### config.mk
export PLATFORM = sky130hd
export DESIGN_NAME = sobel_stage
export DESIGN_NICKNAME = d
export VERILOG_FILES = /design/src/rtl/sobel_pkg.sv /design/src/rtl/sobel_stage_if.sv /design/src/rtl/sobel_kernel.sv /design/src/rtl/sobel_stage.sv
export SDC_FILE = /design/constraint.sdc
export NUM_CORES = 1
export LEC_CHECK = 0
export ABC_CLOCK_PERIOD_IN_PS = 3150
export CORE_ASPECT_RATIO = 2
export CORE_MARGIN = 2
export CORE_UTILIZATION = 37
export DETAILED_ROUTE_END_ITERATION = 10
export SKIP_LAST_GASP = 1
export SLEW_MARGIN = 20
export SYNTH_ARGS = -nofsm -noshare
export SYNTH_HDL_FRONTEND = slang
export SYNTH_SLANG_ARGS = --single-unit
### constraint.sdc
create_clock -name clk -period 3.15 [get_ports clk]
set_input_delay 0.63 -clock clk [delete_from_list [all_inputs] [get_ports clk]]
set_output_delay 0.63 -clock clk [all_outputs]
set_load 0.02 [all_outputs]
### src/rtl/sobel_pkg.sv
// Shared types and sizes for the Sobel edge stage.
package sobel_pkg;

    typedef enum logic [1:0] {
        ST_IDLE,
        ST_RUN,
        ST_FLUSH,
        ST_DONE
    } state_e;

    localparam int unsigned PIX_W     = 8;
    localparam int unsigned GRAD_W    = 11;
    localparam int unsigned MAG_W     = 10;
    localparam int unsigned IMG_W_DEF = 64;
    localparam int unsigned IMG_H_DEF = 64;

    function automatic logic signed [GRAD_W-1:0] ext(input logic [PIX_W-1:0] p);
        return signed'(GRAD_W'(p));
    endfunction

    function automatic logic [MAG_W-1:0] abs_mag(input logic signed [GRAD_W-1:0] g);
        return MAG_W'(g[GRAD_W-1] ? -g : g);
    endfunction

endpackage

### src/rtl/sobel_stage_if.sv
// Window-in / pixel-out bus between the frame controller and the kernel.
interface sobel_stage_if;
    import sobel_pkg::*;

    logic             in_valid;
    logic [PIX_W-1:0] win [9];
    logic             out_valid;
    logic [PIX_W-1:0] pix_out;

    modport master (output in_valid, win, input out_valid, pix_out);
    modport slave  (input in_valid, win, output out_valid, pix_out);
endinterface

### src/rtl/sobel_kernel.sv
// Three-stage Sobel datapath: gradients, magnitudes, saturated sum.
// Optional binarize output when SOBEL_THRESH_EN is defined.
module sobel_kernel
    import sobel_pkg::*;
#(
    parameter int unsigned THRESH = 128
) (
    input  logic          clk,
    input  logic          rst_n,
    sobel_stage_if.slave  bus
);

    logic signed [GRAD_W-1:0] gx_d, gy_d, gx_q, gy_q;
    logic [MAG_W-1:0]         ax_q, ay_q;
    logic [GRAD_W-1:0]        sum_d;
    logic [PIX_W-1:0]         pix_d, pix_q;
    logic                     v1_q, v2_q, v3_q;

    always_comb begin
        gx_d = (ext(bus.win[2]) + (ext(bus.win[5]) <<< 1) + ext(bus.win[8]))
             - (ext(bus.win[0]) + (ext(bus.win[3]) <<< 1) + ext(bus.win[6]));
        gy_d = (ext(bus.win[6]) + (ext(bus.win[7]) <<< 1) + ext(bus.win[8]))
             - (ext(bus.win[0]) + (ext(bus.win[1]) <<< 1) + ext(bus.win[2]));
    end

    always_comb begin
        sum_d = {1'b0, ax_q} + {1'b0, ay_q};
`ifdef SOBEL_THRESH_EN
        pix_d = (sum_d >= GRAD_W'(THRESH)) ? '1 : '0;
`else
        pix_d = (sum_d > GRAD_W'(255)) ? '1 : sum_d[PIX_W-1:0];
`endif
    end

    always_ff @(posedge clk or negedge rst_n) begin
        if (!rst_n) begin
            v1_q  <= 1'b0;
            v2_q  <= 1'b0;
            v3_q  <= 1'b0;
            gx_q  <= '0;
            gy_q  <= '0;
            ax_q  <= '0;
            ay_q  <= '0;
            pix_q <= '0;
        end else begin
            v1_q  <= bus.in_valid;
            gx_q  <= gx_d;
            gy_q  <= gy_d;
            v2_q  <= v1_q;
            ax_q  <= abs_mag(gx_q);
            ay_q  <= abs_mag(gy_q);
            v3_q  <= v2_q;
            // Output is held at zero whenever no result is being written.
            pix_q <= v2_q ? pix_d : '0;
        end
    end

    assign bus.out_valid = v3_q;
    assign bus.pix_out   = pix_q;

endmodule

### src/rtl/sobel_stage.sv
// Frame controller around sobel_kernel: issues window reads, counts results.
// Build option: SOBEL_THRESH_EN selects binarized output at THRESH.
module sobel_stage
    import sobel_pkg::*;
#(
    parameter int unsigned IMG_W  = IMG_W_DEF,
    parameter int unsigned IMG_H  = IMG_H_DEF,
    parameter int unsigned THRESH = 128
) (
    input  logic             clk,
    input  logic             rst_n,
    input  logic             start,
    input  logic             in_valid,
    input  logic [PIX_W-1:0] pixelr1,
    input  logic [PIX_W-1:0] pixelr2,
    input  logic [PIX_W-1:0] pixelr3,
    input  logic [PIX_W-1:0] pixelr4,
    input  logic [PIX_W-1:0] pixelr5,
    input  logic [PIX_W-1:0] pixelr6,
    input  logic [PIX_W-1:0] pixelr7,
    input  logic [PIX_W-1:0] pixelr8,
    input  logic [PIX_W-1:0] pixelr9,
    output logic             rd,
    output logic             wr,
    output logic [PIX_W-1:0] pixelw,
    output logic             busy,
    output logic             frame_done
);

    localparam int unsigned NPIX  = IMG_W * IMG_H;
    localparam int unsigned CNT_W = $clog2(NPIX + 1);
    localparam logic [CNT_W-1:0] LAST = CNT_W'(NPIX - 1);

    state_e           state_q;
    logic [CNT_W-1:0] issue_q, out_cnt_q;
    logic             rd_q, busy_q, frame_done_q;
    logic             active;

    sobel_stage_if u_bus ();

    // Windows are only taken while a frame is in flight.
    assign active         = (state_q == ST_RUN) || (state_q == ST_FLUSH);
    assign u_bus.in_valid = in_valid & active;
    assign u_bus.win[0]   = pixelr1;
    assign u_bus.win[1]   = pixelr2;
    assign u_bus.win[2]   = pixelr3;
    assign u_bus.win[3]   = pixelr4;
    assign u_bus.win[4]   = pixelr5;
    assign u_bus.win[5]   = pixelr6;
    assign u_bus.win[6]   = pixelr7;
    assign u_bus.win[7]   = pixelr8;
    assign u_bus.win[8]   = pixelr9;

    sobel_kernel #(.THRESH(THRESH)) u_kernel (
        .clk   (clk),
        .rst_n (rst_n),
        .bus   (u_bus)
    );

    always_ff @(posedge clk or negedge rst_n) begin
        if (!rst_n) begin
            state_q      <= ST_IDLE;
            issue_q      <= '0;
            out_cnt_q    <= '0;
            rd_q         <= 1'b0;
            busy_q       <= 1'b0;
            frame_done_q <= 1'b0;
        end else begin
            frame_done_q <= 1'b0;
            if (u_bus.out_valid && active) begin
                out_cnt_q <= out_cnt_q + CNT_W'(1);
            end
            unique case (state_q)
                ST_IDLE: begin
                    if (start) begin
                        state_q <= ST_RUN;
                        issue_q <= '0;
                        rd_q    <= 1'b1;
                        busy_q  <= 1'b1;
                    end
                end
                ST_RUN: begin
                    issue_q <= issue_q + CNT_W'(1);
                    if (issue_q == LAST) begin
                        state_q <= ST_FLUSH;
                        rd_q    <= 1'b0;
                    end
                end
                ST_FLUSH: begin
                    // The final write completes the frame; the counter wraps here.
                    if (u_bus.out_valid && (out_cnt_q == LAST)) begin
                        state_q      <= ST_DONE;
                        out_cnt_q    <= '0;
                        frame_done_q <= 1'b1;
                    end
                end
                ST_DONE: begin
                    state_q <= ST_IDLE;
                    busy_q  <= 1'b0;
                end
                default: state_q <= ST_IDLE;
            endcase
        end
    end

    assign rd         = rd_q;
    assign busy       = busy_q;
    assign frame_done = frame_done_q;
    assign wr         = u_bus.out_valid;
    assign pixelw     = u_bus.pix_out;

endmodule

# [Word level (Yosys, flattened, before mapping)]
# Cells that the tools add are included.
[op_classes] addsub=15 magnitude_cmp=1 n_eq_ne=8 mux=19 bitwise_logic=1 reduce_logical=10
[op_table] op="$mux 13" n=4
[op_table] op="$add 11x9->11" n=4
[op_table] op="$add 8x9->10" n=4
[op_table] op="$add 13x1->13 const B" n=2
[op_table] op="$eq 13x12->1 const B" n=2
[op_table] op="$pmux 13 s2" n=1
[op_table] op="$sub 11x11->11" n=2
[op_table] op="$mux 10" n=2
[op_table] op="$neg 10->10" n=2
[op_table] op="$mux 8" n=2
[op_table] op="$add 10x10->11" n=1
[op_table] op="$gt 11x8->1 const B" n=1
[op_table] op="$pmux 2 s4" n=1
[op_table] op="$mux 2" n=3
[op_table] op="$reduce_and 3->1" n=2
[op_table] op="$eq 2x2->1 const B" n=2
[op_table] op="$mux 1" n=4
[op_table] op="$ne 2x1->1 const B" n=2
[op_table] op="$pmux 1 s2" n=2
[op_table] op="$reduce_and 2->1" n=2
[op_table] op="$reduce_bool 2->1" n=2
[op_table] op="$eq 2x1->1 const B" n=1
[op_table] op="$logic_and 1x1->1" n=2
[op_table] op="$logic_not 2->1" n=1
[op_table] op="other kinds (3)" n=3
[word_totals] ff_bits=84 input_bits=76 output_inout_bits=12 elab_cells=68

# [Depth between registers and ports, before layout]
# Gate-level depths: netlist of the first run.
[depth] ltp_word=6 ltp_mapped=17 mapped_depth_nobuf=17

# [Cells and area by module]
# Synthesis of the first run repeated with hierarchy kept, for this count alone.
[hier_totals] hier_cells=613 hier_area_um2=6172.2
[modules_own_cells] mod="sobel_kernel" instances=1 cells_each=451 area_per_inst_um2=4589.4 seq_area_each_um2=1326.3
[modules_own_cells] mod="sobel_stage" instances=1 cells_each=162 area_per_inst_um2=1582.8 seq_area_each_um2=775.7

# [Worst setup path before layout of the first run]
# Ideal clock, no wire load.
[synth_path] kind="input to register" from="in pixelr1[1]" to="reg u_kernel.gx_q[10]" setup_time_ps=129 t_arrival_ps=4330 required_ps=3021 slack_ps=-1309 cell_stages=16 path_buffers=0 path_cell_list="ha_1 fa_1 a21o_1 a21oi_1 nor2_1 o31ai_1 a21bo_2 fa_1 inv_1 fa_1 inv_1 ha_1 or4_1 o21ai_0 or3_1 nand3_1"
[synth_via] elab_chain_len=3
[synth_lines] item="start: declaration" line_no="sobel_stage.sv:14" text="input logic [PIX_W-1:0] pixelr1,"
[synth_lines] item="$add 8x9->10" line_no="sobel_kernel.sv:21" text="- (ext(bus.win[0]) + (ext(bus.win[3]) <<< 1) + ext(bus.win[6]));"
[synth_lines] item="$add 11x9->11" line_no="sobel_kernel.sv:21"
[synth_lines] item="$sub 11x11->11" line_no="sobel_kernel.sv:21"
[synth_lines] item="net u_kernel.gx_d[10]" line_no="sobel_kernel.sv:13" text="logic signed [GRAD_W-1:0] gx_d, gy_d, gx_q, gy_q;"
[synth_lines] item="end signal: assignment" line_no="sobel_kernel.sv:47" text="gx_q <= gx_d;"
[synth_lines] item="end: declaration" line_no="sobel_kernel.sv:13"
# The timed path passes the listed nets, and every way through them passes these cells.
# A chain may end at the register's enable or synchronous reset.

# [Worst setup path in the final report of the first run]
# Same ends and word-level chain as after synthesis.

==> PnR_summary.wiki, run 1 <==
{| class="wikitable"
! Metric !! Value
|-
| Die boundary width || between 90 and 100 um
|-
| Worst-path cell chain || buf_8 > ha_4 > fa_2 > a21o_1 > a21oi_4 > nor2_4 > o31ai_4 > a21bo_2 > fa_1 > inv_2 > fa_1 > inv_2 > ha_4 > or4_4 > o21ai_4 > or3_1 > nand3_1
|-
| Worst-path fanout max || 3
|-
| Final count of hold timing violations || 0
|-
| Portion of synthesized cell area occupied by the leading cell type || 0.313
|-
| Total power density per cell area || 831 nW/um^2
|-
| Clock root buffer master || sky130_fd_sc_hd__clkbuf_16
|-
| Run status || complete, but fails checks
|-
| CTS clk-pin slew, worst paths || approximately 60 ps
|-
| Post-Syn Area per Cell || 9.81 um^2
|-
| Number of instances in the placed design || between 1000 and 1500
|-
| RSZ-0062 raised after global routing || true
|-
| H-tree Lvls || 3
|-
| Number of cells in the finished layout apart from fillers || 1088
|-
| Dpl ws || -1890 ps
|-
| Post-Route Setup TNS || -7840 ps
|-
| Worst skew pair latency || 330 ps
|-
| Share of the core filled with cells || 0.556
|-
| Initial antenna violation count || 0
|-
| Post-DR wirelength/cell || 15.3 um
|-
| Number of buffer and inverter stages on the critical path || 3
|-
| Synthesized flop and latch total || 82
|-
| Data required, critical path || between 3000 and 4000 ps
|-
| Total internal power || 4900 uW
|-
| Critical path data arrival time || 4300 ps
|-
| GRT overflow || 0
|-
| Remaining antenna violation count after routing || 0
|-
| Cell with the largest stage delay on the worst path || sky130_fd_sc_hd__fa_1
|-
| Final setup violation count || 14
|-
| Most instantiated library cell after synthesis || sky130_fd_sc_hd__inv_1
|-
| YS warnings || 0
|-
| # rows || 68
|-
| Worst Tran Pin Value || 741 ps
|-
| Max-slew violation count || 0
|-
| Net switching power || 3080 uW
|-
| CTS tree || yes
|-
| Die area || about 19000 um^2
|-
| First-pass GRT wire length || 26.7 mm
|-
| Sequential fraction of design power || 0.214
|-
| Top Family by Delay on Critical Path || adder cells
|-
| Sequential area share after synthesis || 0.313
|-
| DRC errors left || 0
|-
| Clock buffers created by TritonCTS || 9
|-
| Num ports || slightly below 90
|-
| Fraction of registers with async set or reset after synthesis || 1.00
|-
| Setup slack after layout || -941 ps
|-
| Maximum number of pins on one net before global-route repair || 83
|-
| Setup Skew || just over 4 ps
|-
| Violated checks || setup timing
|-
| Fraction of final layout cells with drive strength greater than 1 || 0.301
|-
| Vertical die dimension || roughly 190 um
|-
| Count of inserted antenna diode cells || 0
|-
| CTS hold repair buffers || 0
|-
| P&R area growth vs syn || 46.5%
|-
| Count of cell types in the netlist || 60
|-
| Leakage power figure || roughly 0.0045 uW
|-
| Critical path startpoint category || input port
|-
| Commonest cells in the netlist || 90 x sky130_fd_sc_hd__inv_1, 82 x sky130_fd_sc_hd__dfrtp_1, 74 x sky130_fd_sc_hd__ha_1, 47 x sky130_fd_sc_hd__nor2_1, 46 x sky130_fd_sc_hd__xnor2_1
|-
| Top achievable clock speed || 0.244 GHz
|-
| Worst supply voltage drop on vdd || 0.390 mV
|-
| Largest stage delay, worst path || 510 ps
|-
| 1st-iter DRT viols || 110
|-
| Global placement routability congestion || 0.882
|-
| Clock sinks || 82
|-
| Area of the mapped netlist || approximately 6600 um^2
|-
| Final clock period utilization by the worst path || 1.30
|-
| Number of enable flip-flop cells after synthesis || 0
|-
| Fraction of power spent switching nets || 0.386
|-
| Via count of the first global-routing pass || between 6000 and 7000
|-
| CORE AREA || 17300 um^2
|-
| Main synth FF type || sky130_fd_sc_hd__dfrtp_1
|-
| All-Layer GR Usage || 0.178
|-
| Initial core utilization || 0.380
|-
| Final Routed Wirelength || 16.6 mm
|-
| Post-layout min period || 4090 ps
|-
| Portion of total power attributed to combinational logic || 0.645
|-
| Cells taking the most area after synthesis || sky130_fd_sc_hd__dfrtp_1 31%, sky130_fd_sc_hd__ha_1 14%, sky130_fd_sc_hd__fa_1 11%
|-
| Cell count after synthesis || 668
|-
| Total via count after detailed routing || 5494
|-
| Buffers from clock root to sink, at most || 2
|-
| Vias per cell || 5.05
|-
| Synthesized Nets || 855
|-
| Max-cap violation count || 0
|-
| Max-slew headroom at the worst pin || 0.499
|-
| Fin nets || 1060
|-
| Clock network power share || 0.141
|-
| CP Class || in2reg
|-
| Post-detail-place hpwl || 13.4 mm
|-
| Cell taking the most area after synthesis || sky130_fd_sc_hd__dfrtp_1
|-
| Critical path endpoint category || flip-flop
|-
| DR pass1 iterations || 4
|-
| Number of I/O port buffers || 79
|-
| Worst min-delay path category || in2async
|}
==> registers in the layout, summed over array words and instances (netlist names) <==
signal	cells
busy	1
frame_done	1
issue_q	13
out_cnt_q	13
rd	1
state_q	2
u_kernel.ax_q	10
u_kernel.ay_q	9
u_kernel.bus.out_valid	1
u_kernel.bus.pix_out	8
u_kernel.gx_q	11
u_kernel.gy_q	10
u_kernel.v1_q	1
u_kernel.v2_q	1
==> cells by family after synthesis <==
kind of cell	share of synthesized area
AND/OR/NAND/NOR	0.125
AO/OA/AOI/OAI	0.140
adder cells (fa/ha/maj)	0.254
buffers and inverters	0.0552
flip-flops	0.313
XOR/XNOR	0.106
multiplexers	0.00706
==> final timing paths <==
kind | slack [ps] | to | depth (start not counted) | startpoint
max | -940 | u_kernel.gx_q[10] | 17 | pixelr1[1]
min | 180 | u_kernel.ay_q[1] | 1 | rst_n
max reg2reg | 520 | u_kernel.bus.pix_out[4] | 7 | u_kernel.ax_q[0]
min reg2reg | 360 | u_kernel.v2_q | 0 | u_kernel.v1_q
max in group asynchronous | 2380 | out_cnt_q[10] | 2 | rst_n
min in group clk | 360 | u_kernel.v2_q | 0 | u_kernel.v1_q
==> per-layer routing <==
layer | share of wire | track usage | routed length [um]
met1 | 0.31 | 0.141 | 5150
met2 | 0.61 | 0.387 | 10100
met3 | 0.022 | 0.0167 | 364
met4 | 0.063 | 0.112 | 1040
met5 | 0 | 0 | 0
==> through the flow <==
| stage | power [uW] | hold slack [ps] | area [um^2] |
|---|---|---|---|
| 6_report | 7980 | 182 | 9600 |
| 5_1_grt | 8610 | 196 | 9600 |
| 4_1_cts | 7770 | 362 | 9330 |
| 3_5_place_dp | 6120 | 343 | 8480 |
| 3_3_place_gp | 5950 | 342 | 8480 |
| 2_1_floorplan | 4600 | 331 | 6740 |
==> cell usage in the layout (no fill, tap or decap), types with 15 or more instances in the layout <==
cell type	instances
sky130_fd_sc_hd__xnor2_1	40
sky130_fd_sc_hd__dfrtp_1	82
sky130_fd_sc_hd__ha_4	28
sky130_fd_sc_hd__ha_1	44
sky130_fd_sc_hd__a21o_1	15
sky130_fd_sc_hd__fa_1	33
sky130_fd_sc_hd__buf_4	110
sky130_fd_sc_hd__nand2_1	34
sky130_fd_sc_hd__o21ai_0	28
sky130_fd_sc_hd__buf_6	16
sky130_fd_sc_hd__inv_1	76
sky130_fd_sc_hd__xor2_1	30
sky130_fd_sc_hd__nor2_1	42
sky130_fd_sc_hd__clkdlybuf4s50_1	46
==> power by group through the flow <==
stage / registers, uW / logic, uW / clock network [uW]
after global placement: 1710 / 4240 / 0
after floorplan: 1700 / 2900 / 0
after global routing: 1750 / 5660 / 1200
after detailed placement: 1720 / 4400 / 0
final: 1710 / 5150 / 1120
after CTS: 1700 / 4920 / 1150
==> timing repair <==
| item | in CTS | in global routing |
|---|---|---|
| endpoints found under the setup margin | 17 | 15 |
| hold endpoints to repair | 0 | 0 |
| resized for setup | 141 | 46 |
| pin swaps | 86 | 68 |
| buffers inserted | 23 | 9 |
==> layout make-up <==
type | instances | area [um^2]
inverters | 90 | 338
clock inverters | 7 | 101
multi-input cells | 490 | 4880
clock buffers | 9 | 225
fillers | 1502 | 7670
well taps | 210 | 263
flip-flops and latches | 82 | 2050
repair buffers | 200 | 1750
Note: power is estimated with default switching activity, not from simulation.
==> inputs of run 2 (changes only) <==
--- a/config.mk
+++ b/config.mk
@@ -8,10 +8,12 @@
 export ABC_CLOCK_PERIOD_IN_PS = 3150
 export CORE_ASPECT_RATIO = 2
 export CORE_MARGIN = 2
-export CORE_UTILIZATION = 37
+export CORE_UTILIZATION = 47
 export DETAILED_ROUTE_END_ITERATION = 10
+export PLACE_DENSITY = 0.7
 export SKIP_LAST_GASP = 1
 export SLEW_MARGIN = 20
 export SYNTH_ARGS = -nofsm -noshare
 export SYNTH_HDL_FRONTEND = slang
 export SYNTH_SLANG_ARGS = --single-unit
+export TNS_END_PERCENT = 50
==> run 2 against run 1 <==
Effect of this change:
- the run still ends with setup timing left
- die area fell by 21%
- clock power shrank 15%
- first-iteration DRC count is 120% higher
- combinational power fell by 5.4%
- core utilization grew 10 points
- via count down 2.1%
==> PnR_summary.wiki, run 2 (synthesis gave the netlist of run 1 again) <==
{| class="wikitable"
! Metric !! Value
|-
| Vertical die dimension || 171 um (was 192 um)
|-
| Number of I/O port buffers || 79 (unchanged)
|-
| Worst Tran Pin Value || 720 ps (was 741 ps)
|-
| Fin nets || 1040 (was 1060)
|-
| Most common library cell in the layout ignoring fill and taps || sky130_fd_sc_hd__buf_4 (unchanged)
|-
| Vias per cell || 5.30 (was 5.05)
|-
| Final Routed Wirelength || 15.2 mm (was 16.6 mm)
|-
| Clock buffers created by TritonCTS || 9 (unchanged)
|-
| Critical path data arrival time || 4310 ps (was 4300 ps)
|-
| Initial core utilization || 0.477 (was 0.380)
|-
| Worst reg2reg path depth || 7 (unchanged)
|-
| Final count of hold timing violations || 0 (unchanged)
|-
| Leakage power figure || 0.00429 uW (was 0.00446 uW)
|-
| Count of inserted antenna diode cells || 0 (unchanged)
|-
| Buffers from clock root to sink, at most || 2 (unchanged)
|-
| # rows || 61 (was 68)
|-
| All-Layer GR Usage || 0.214 (was 0.178)
|-
| Commonest cells after routing, fill and taps aside || 99 x sky130_fd_sc_hd__buf_4, 83 x sky130_fd_sc_hd__inv_1, 82 x sky130_fd_sc_hd__dfrtp_1, 51 x sky130_fd_sc_hd__ha_1, 49 x sky130_fd_sc_hd__clkdlybuf4s50_1 (was 110 x sky130_fd_sc_hd__buf_4, 82 x sky130_fd_sc_hd__dfrtp_1, 76 x sky130_fd_sc_hd__inv_1, 46 x sky130_fd_sc_hd__clkdlybuf4s50_1, 44 x sky130_fd_sc_hd__ha_1)
|-
| Setup Skew || 6.18 ps (was 4.06 ps)
|-
| DR pass1 iterations || 5 (was 4)
|-
| Total power density per cell area || 829 nW/um^2 (was 831 nW/um^2)
|-
| Post-detail-place hpwl || 11.5 mm (was 13.4 mm)
|-
| Top achievable clock speed || 0.248 GHz (was 0.244 GHz)
|-
| Final setup violation count || 15 (was 14)
|-
| Post-DR wirelength/cell || 15.0 um (was 15.3 um)
|-
| Num ports || 88 (unchanged)
|-
| Worst supply voltage drop on vdd || 0.498 mV (was 0.390 mV)
|-
| Number of cells in the finished layout apart from fillers || 1014 (was 1088)
|-
| Maximum number of pins on one net before global-route repair || 83 (unchanged)
|-
| Number of instances in the placed design || 980 (was 1045)
|-
| Setup slack after layout || -887 ps (was -941 ps)
|-
| Worst-path fanout max || 3 (unchanged)
|-
| First-pass GRT wire length || 25.5 mm (was 26.7 mm)
|-
| Placed cell areas || 8230 um^2 (was 8480 um^2)
|-
| CTS tree || yes (unchanged)
|-
| Largest registers || issue_q: 13 flops, out_cnt_q: 13 flops, u_kernel.gx_q: 11 flops (unchanged)
|-
| Critical path startpoint category || input port (unchanged)
|-
| Violated checks || setup timing (unchanged)
|-
| Total via count after detailed routing || 5377 (was 5494)
|-
| CP Class || in2reg (unchanged)
|-
| Via count of the first global-routing pass || 5650 (was 6140)
|-
| CTS hold repair buffers || 0 (unchanged)
|-
| Worst min-delay path category || in2async (unchanged)
|-
| Run status || complete, but fails checks (unchanged)
|-
| Max-cap violation count || 0 (unchanged)
|-
| GRT overflow || 0 (unchanged)
|-
| Worst skew pair latency || 340 ps (was 330 ps)
|-
| Initial antenna violation count || 0 (unchanged)
|-
| Data required, critical path || 3420 ps (was 3360 ps)
|-
| RSZ-0062 raised after global routing || true (unchanged)
|-
| Final non-filler cell area || 9080 um^2 (was 9600 um^2)
|-
| DRC errors left || 0 (unchanged)
|-
| Remaining antenna violation count after routing || 0 (unchanged)
|-
| Global placement routability congestion || 0.805 (was 0.882)
|-
| Die boundary width || 87.5 um (was 98.1 um)
|-
| Dpl ws || -1730 ps (was -1890 ps)
|-
| Clock root buffer master || sky130_fd_sc_hd__clkbuf_16 (unchanged)
|-
| Max-slew violation count || 0 (unchanged)
|-
| Fraction of final layout cells with drive strength greater than 1 || 0.246 (was 0.301)
|-
| Die area || 15000 um^2 (was 18900 um^2)
|-
| CTS clk-pin slew, worst paths || 60 ps (about the same)
|-
| Critical path endpoint category || flip-flop (unchanged)
|-
| Post-layout min period || 4040 ps (was 4090 ps)
|-
| Clock sinks || 82 (unchanged)
|-
| 1st-iter DRT viols || 239 (was 110)
|-
| H-tree Lvls || 3 (unchanged)
|-
| CORE AREA || 13700 um^2 (was 17300 um^2)
|-
| P&R area growth vs syn || 38.5% (was 46.5%)
|-
| Max-slew headroom at the worst pin || 0.513 (was 0.499)
|-
| Final clock period utilization by the worst path || 1.28 (was 1.30)
|}
run 2: timing repair:
action	4_1_cts	5_1_grt
gates resized for setup	120	33
pin swaps	75	39
gates cloned	0	0
buffers inserted	19	3
hold endpoints to repair	0	0
setup endpoints to repair	18	15
run 2: power by group:
group | internal [uW] | total [uW] | switching (uW)
clock network | 568 | 950 | 383
registers | 1450 | 1710 | 257
logic | 2520 | 4870 | 2350
run 2: worst paths after layout:
check	start	endpoint	slack, ps
setup / recovery	pixelr1[1]	u_kernel.gx_q[10]	-890
hold / removal	rst_n	u_kernel.gy_q[6]	180
setup reg to reg	u_kernel.ax_q[0]	u_kernel.bus.pix_out[0]	530
hold reg to reg	u_kernel.v1_q	u_kernel.v2_q	350
max in group asynchronous	rst_n	state_q[0]	2400
min in group clk	u_kernel.v1_q	u_kernel.v2_q	350
run 2: cell type report:
cell class	count	area [um^2]
clock buffer	12	256
clock inverter	3	15.0
fill	1059	4660
inverter	90	338
multi-input combinational	490	4680
sequential	82	2050
tap	157	196
timing repair buffer	180	1540
run 2: layer usage:
metal | global-route usage | part of all wire
met3 | 0.0371 | 0.023
met5 | 0 | 0
met1 | 0.256 | 0.41
met4 | 0.0629 | 0.022
met2 | 0.386 | 0.55
run 2: worst max-delay path: stages:
cell,delay [ps]
sky130_fd_sc_hd__buf_8,100
sky130_fd_sc_hd__ha_4,150
sky130_fd_sc_hd__fa_2,340
sky130_fd_sc_hd__a21o_1,180
sky130_fd_sc_hd__a21oi_2,160
sky130_fd_sc_hd__buf_4,140
sky130_fd_sc_hd__nor2_4,30
sky130_fd_sc_hd__o31ai_4,200
sky130_fd_sc_hd__a21bo_4,270
sky130_fd_sc_hd__fa_1,490
sky130_fd_sc_hd__inv_2,40
sky130_fd_sc_hd__fa_1,510
sky130_fd_sc_hd__inv_2,50
sky130_fd_sc_hd__ha_4,270
sky130_fd_sc_hd__o21ai_2,60
sky130_fd_sc_hd__a21oi_2,180
sky130_fd_sc_hd__o21ai_4,90
sky130_fd_sc_hd__or3_1,340
sky130_fd_sc_hd__nand3_1,70
run 2: stage by stage:
| stage | utilization | power [uW] | hold slack, ps | TNS, ps |
|---|---|---|---|---|
| 2_1_floorplan | - | 4470 | 331 | -7800 |
| 3_3_place_gp | 0.599 | 5740 | 341 | -21150 |
| 3_5_place_dp | 0.599 | 5860 | 335 | -21870 |
| 4_1_cts | 0.648 | 7350 | 348 | -8060 |
| 5_1_grt | 0.661 | 8170 | 186 | -9870 |
| 6_report | 0.661 | 7530 | 179 | -7860 |
==> inputs of run 3 (changes only) <==
--- a/config.mk
+++ b/config.mk
@@ -10,7 +10,7 @@
 export CORE_MARGIN = 2
 export CORE_UTILIZATION = 47
 export DETAILED_ROUTE_END_ITERATION = 10
-export PLACE_DENSITY = 0.7
+export PLACE_DENSITY = 0.68
 export SKIP_LAST_GASP = 1
 export SLEW_MARGIN = 20
 export SYNTH_ARGS = -nofsm -noshare
==> run 3 against run 2 <==
Effect of this change:
- sequential share of layout area shrank 0.11 points
- clock power grew 15%
- worst hold slack gained 150 ps
- the flow still finishes with violations (setup timing)
- core utilization grew 0.34 points
- die area is the same
- via count shrank 0.76%
- flip-flop and latch count is the same
- register-to-register slack is essentially flat
- largest cell class unchanged
- cell area grew 0.51%
- global-route usage shrank 0.30 points
- final cell count is essentially flat
==> PnR_summary.wiki, run 3 (synthesis gave the netlist of run 1 again) <==
{| class="wikitable"
! Metric !! Value
|-
| Run status || complete, but fails checks (unchanged)
|-
| Violated checks || setup timing (unchanged)
|-
| Worst min-delay path category || in2async (unchanged)
|-
| Max-slew violation count || 0 (unchanged)
|-
| Vias per cell || 5.26 (was 5.30)
|-
| Initial core utilization || 0.477 (unchanged)
|-
| H-tree Lvls || 3 (unchanged)
|-
| Data required, critical path || 3360 ps (was 3420 ps)
|-
| Buffers from clock root to sink, at most || 2 (unchanged)
|-
| Setup Skew || 4.80 ps (was 6.18 ps)
|-
| Remaining antenna violation count after routing || 0 (unchanged)
|-
| Total via count after detailed routing || 5336 (was 5377)
|-
| CP Class || in2reg (unchanged)
|-
| Global placement routability congestion || 0.805 (about the same)
|-
| Count of inserted antenna diode cells || 0 (unchanged)
|-
| Top achievable clock speed || 0.248 GHz (about the same)
|-
| All-Layer GR Usage || 0.211 (was 0.214)
|-
| Hold slack final || 327 ps (was 179 ps)
|-
| Vertical die dimension || 171 um (unchanged)
|-
| Worst supply voltage drop on vdd || 0.426 mV (was 0.498 mV)
|-
| Critical path startpoint category || input port (unchanged)
|-
| Critical path endpoint category || flip-flop (unchanged)
|-
| Clock sinks || 82 (unchanged)
|-
| Initial antenna violation count || 0 (unchanged)
|-
| Setup slack after layout || -886 ps (was -887 ps)
|-
| Post-Route Setup TNS || -7720 ps (was -7860 ps)
|-
| Final setup violation count || 14 (was 15)
|-
| Number of I/O port buffers || 79 (unchanged)
|-
| GRT overflow || 0 (unchanged)
|-
| Worst Tran Pin Value || 1020 ps (was 720 ps)
|-
| Worst-path fanout max || 3 (unchanged)
|-
| First-pass GRT wire length || 25.2 mm (was 25.5 mm)
|-
| Die boundary width || 87.5 um (unchanged)
|-
| Via count of the first global-routing pass || 5662 (was 5650)
|-
| Post-layout min period || 4040 ps (about the same)
|-
| Post-detail-place hpwl || 11.4 mm (was 11.5 mm)
|-
| CTS hold repair buffers || 0 (unchanged)
|-
| Final Routed Wirelength || 14.8 mm (was 15.2 mm)
|-
| # rows || 61 (unchanged)
|-
| Largest registers || issue_q: 13 flops, out_cnt_q: 13 flops, u_kernel.gx_q: 11 flops (unchanged)
|-
| Dpl ws || -1700 ps (was -1730 ps)
|-
| CTS tree || yes (unchanged)
|-
| Commonest cells after routing, fill and taps aside || 100 x sky130_fd_sc_hd__buf_4, 82 x sky130_fd_sc_hd__dfrtp_1, 80 x sky130_fd_sc_hd__inv_1, 51 x sky130_fd_sc_hd__ha_1, 49 x sky130_fd_sc_hd__clkdlybuf4s50_1 (was 99 x sky130_fd_sc_hd__buf_4, 83 x sky130_fd_sc_hd__inv_1, 82 x sky130_fd_sc_hd__dfrtp_1, 51 x sky130_fd_sc_hd__ha_1, 49 x sky130_fd_sc_hd__clkdlybuf4s50_1)
|-
| CTS clk-pin slew, worst paths || 60 ps (about the same)
|-
| Max-cap violation count || 0 (unchanged)
|-
| Final count of hold timing violations || 0 (unchanged)
|-
| Num ports || 88 (unchanged)
|-
| RSZ-0062 raised after global routing || true (unchanged)
|-
| Worst skew pair latency || 330 ps (was 340 ps)
|-
| Maximum number of pins on one net before global-route repair || 83 (unchanged)
|-
| Final clock period utilization by the worst path || 1.28 (about the same)
|-
| CORE AREA || 13700 um^2 (unchanged)
|-
| Fin nets || 1042 (was 1040)
|-
| Post-DR wirelength/cell || 14.5 um (was 15.0 um)
|-
| Fraction of final layout cells with drive strength greater than 1 || 0.251 (was 0.246)
|-
| Final non-filler cell area || 9120 um^2 (was 9080 um^2)
|-
| Die area || 15000 um^2 (unchanged)
|-
| Total power density per cell area || 828 nW/um^2 (was 829 nW/um^2)
|-
| Clock buffers created by TritonCTS || 9 (unchanged)
|-
| DRC errors left || 0 (unchanged)
|-
| Leakage power figure || 0.00431 uW (was 0.00429 uW)
|-
| P&R area growth vs syn || 39.2% (was 38.5%)
|-
| Placed cell areas || 8270 um^2 (was 8230 um^2)
|-
| 1st-iter DRT viols || 151 (was 239)
|-
| Most common library cell in the layout ignoring fill and taps || sky130_fd_sc_hd__buf_4 (unchanged)
|-
| Clock root buffer master || sky130_fd_sc_hd__clkbuf_16 (unchanged)
|-
| Max-slew headroom at the worst pin || 0.313 (was 0.513)
|-
| Critical path data arrival time || 4240 ps (was 4310 ps)
|-
| DR pass1 iterations || 4 (was 5)
|}
## run 3: layer usage
layer  vias up  routed length [um]  track usage
met5         -                   0            0
met4         0                 420       0.0702
met1      2567                6090        0.247
met2        79                7940        0.387
li1       2656                   -            -
met3        34                 310       0.0285
## run 3: layout make-up
| type | instances | area [um^2] |
|---|---|---|
| Tap cell | 157 | 196 |
| Sequential cell | 82 | 2050 |
| Inverter | 90 | 338 |
| Clock inverter | 3 | 65.1 |
| Multi-Input combinational cell | 490 | 4670 |
| Timing Repair Buffer | 182 | 1560 |
| Clock buffer | 11 | 243 |
| Fill cell | 1084 | 4610 |
## run 3: final timing paths
kind,start,end,cells past startpoint,slack [ps]
min in group clk,u_kernel.v1_q,u_kernel.v2_q,0,350
max in group asynchronous,rst_n,rd,1,2330
max,pixelr1[1],u_kernel.gx_q[10],17,-890
min,rst_n,u_kernel.gx_q[1],1,330
min reg2reg,u_kernel.v1_q,u_kernel.v2_q,0,350
max reg2reg,u_kernel.ax_q[0],u_kernel.bus.pix_out[7],7,530
## run 3: critical path, stage by stage
cell and delay, ps:
sky130_fd_sc_hd__buf_8 100, sky130_fd_sc_hd__ha_4 160, sky130_fd_sc_hd__fa_2 330, sky130_fd_sc_hd__a21o_1 210, sky130_fd_sc_hd__a21oi_2 170, sky130_fd_sc_hd__nor2_2 80
sky130_fd_sc_hd__o31ai_2 240, sky130_fd_sc_hd__a21bo_2 270, sky130_fd_sc_hd__fa_1 520, sky130_fd_sc_hd__inv_2 40, sky130_fd_sc_hd__fa_1 480, sky130_fd_sc_hd__inv_2 50
sky130_fd_sc_hd__ha_4 150, sky130_fd_sc_hd__or4_4 430, sky130_fd_sc_hd__o21ai_4 190, sky130_fd_sc_hd__or3_1 130, sky130_fd_sc_hd__nand3_1 60
## run 3: what timing repair did
item                                   in CTS  in global routing
resized for setup                         129                 25
setup buffers                              12                  5
setup endpoints to repair                  18                 16
pin swaps                                  85                 48
endpoints found under the hold margin       0                  0
## run 3: metrics by stage
| stage | std cells | utilization | power, uW |
|---|---|---|---|
| finish | 1015 | 0.664 | 7550 |
| global route | 1015 | 0.664 | 8240 |
| CTS | 1010 | 0.654 | 7520 |
| detailed placement | 985 | 0.602 | 5900 |
| global placement | 985 | 0.602 | 5820 |
| floorplan | 668 | - | 4470 |
## run 3: where the power goes
part	switching, uW	internal [uW]
Combinational	2250	2510
Sequential	251	1450
Clock	382	705
Total	2880	4670
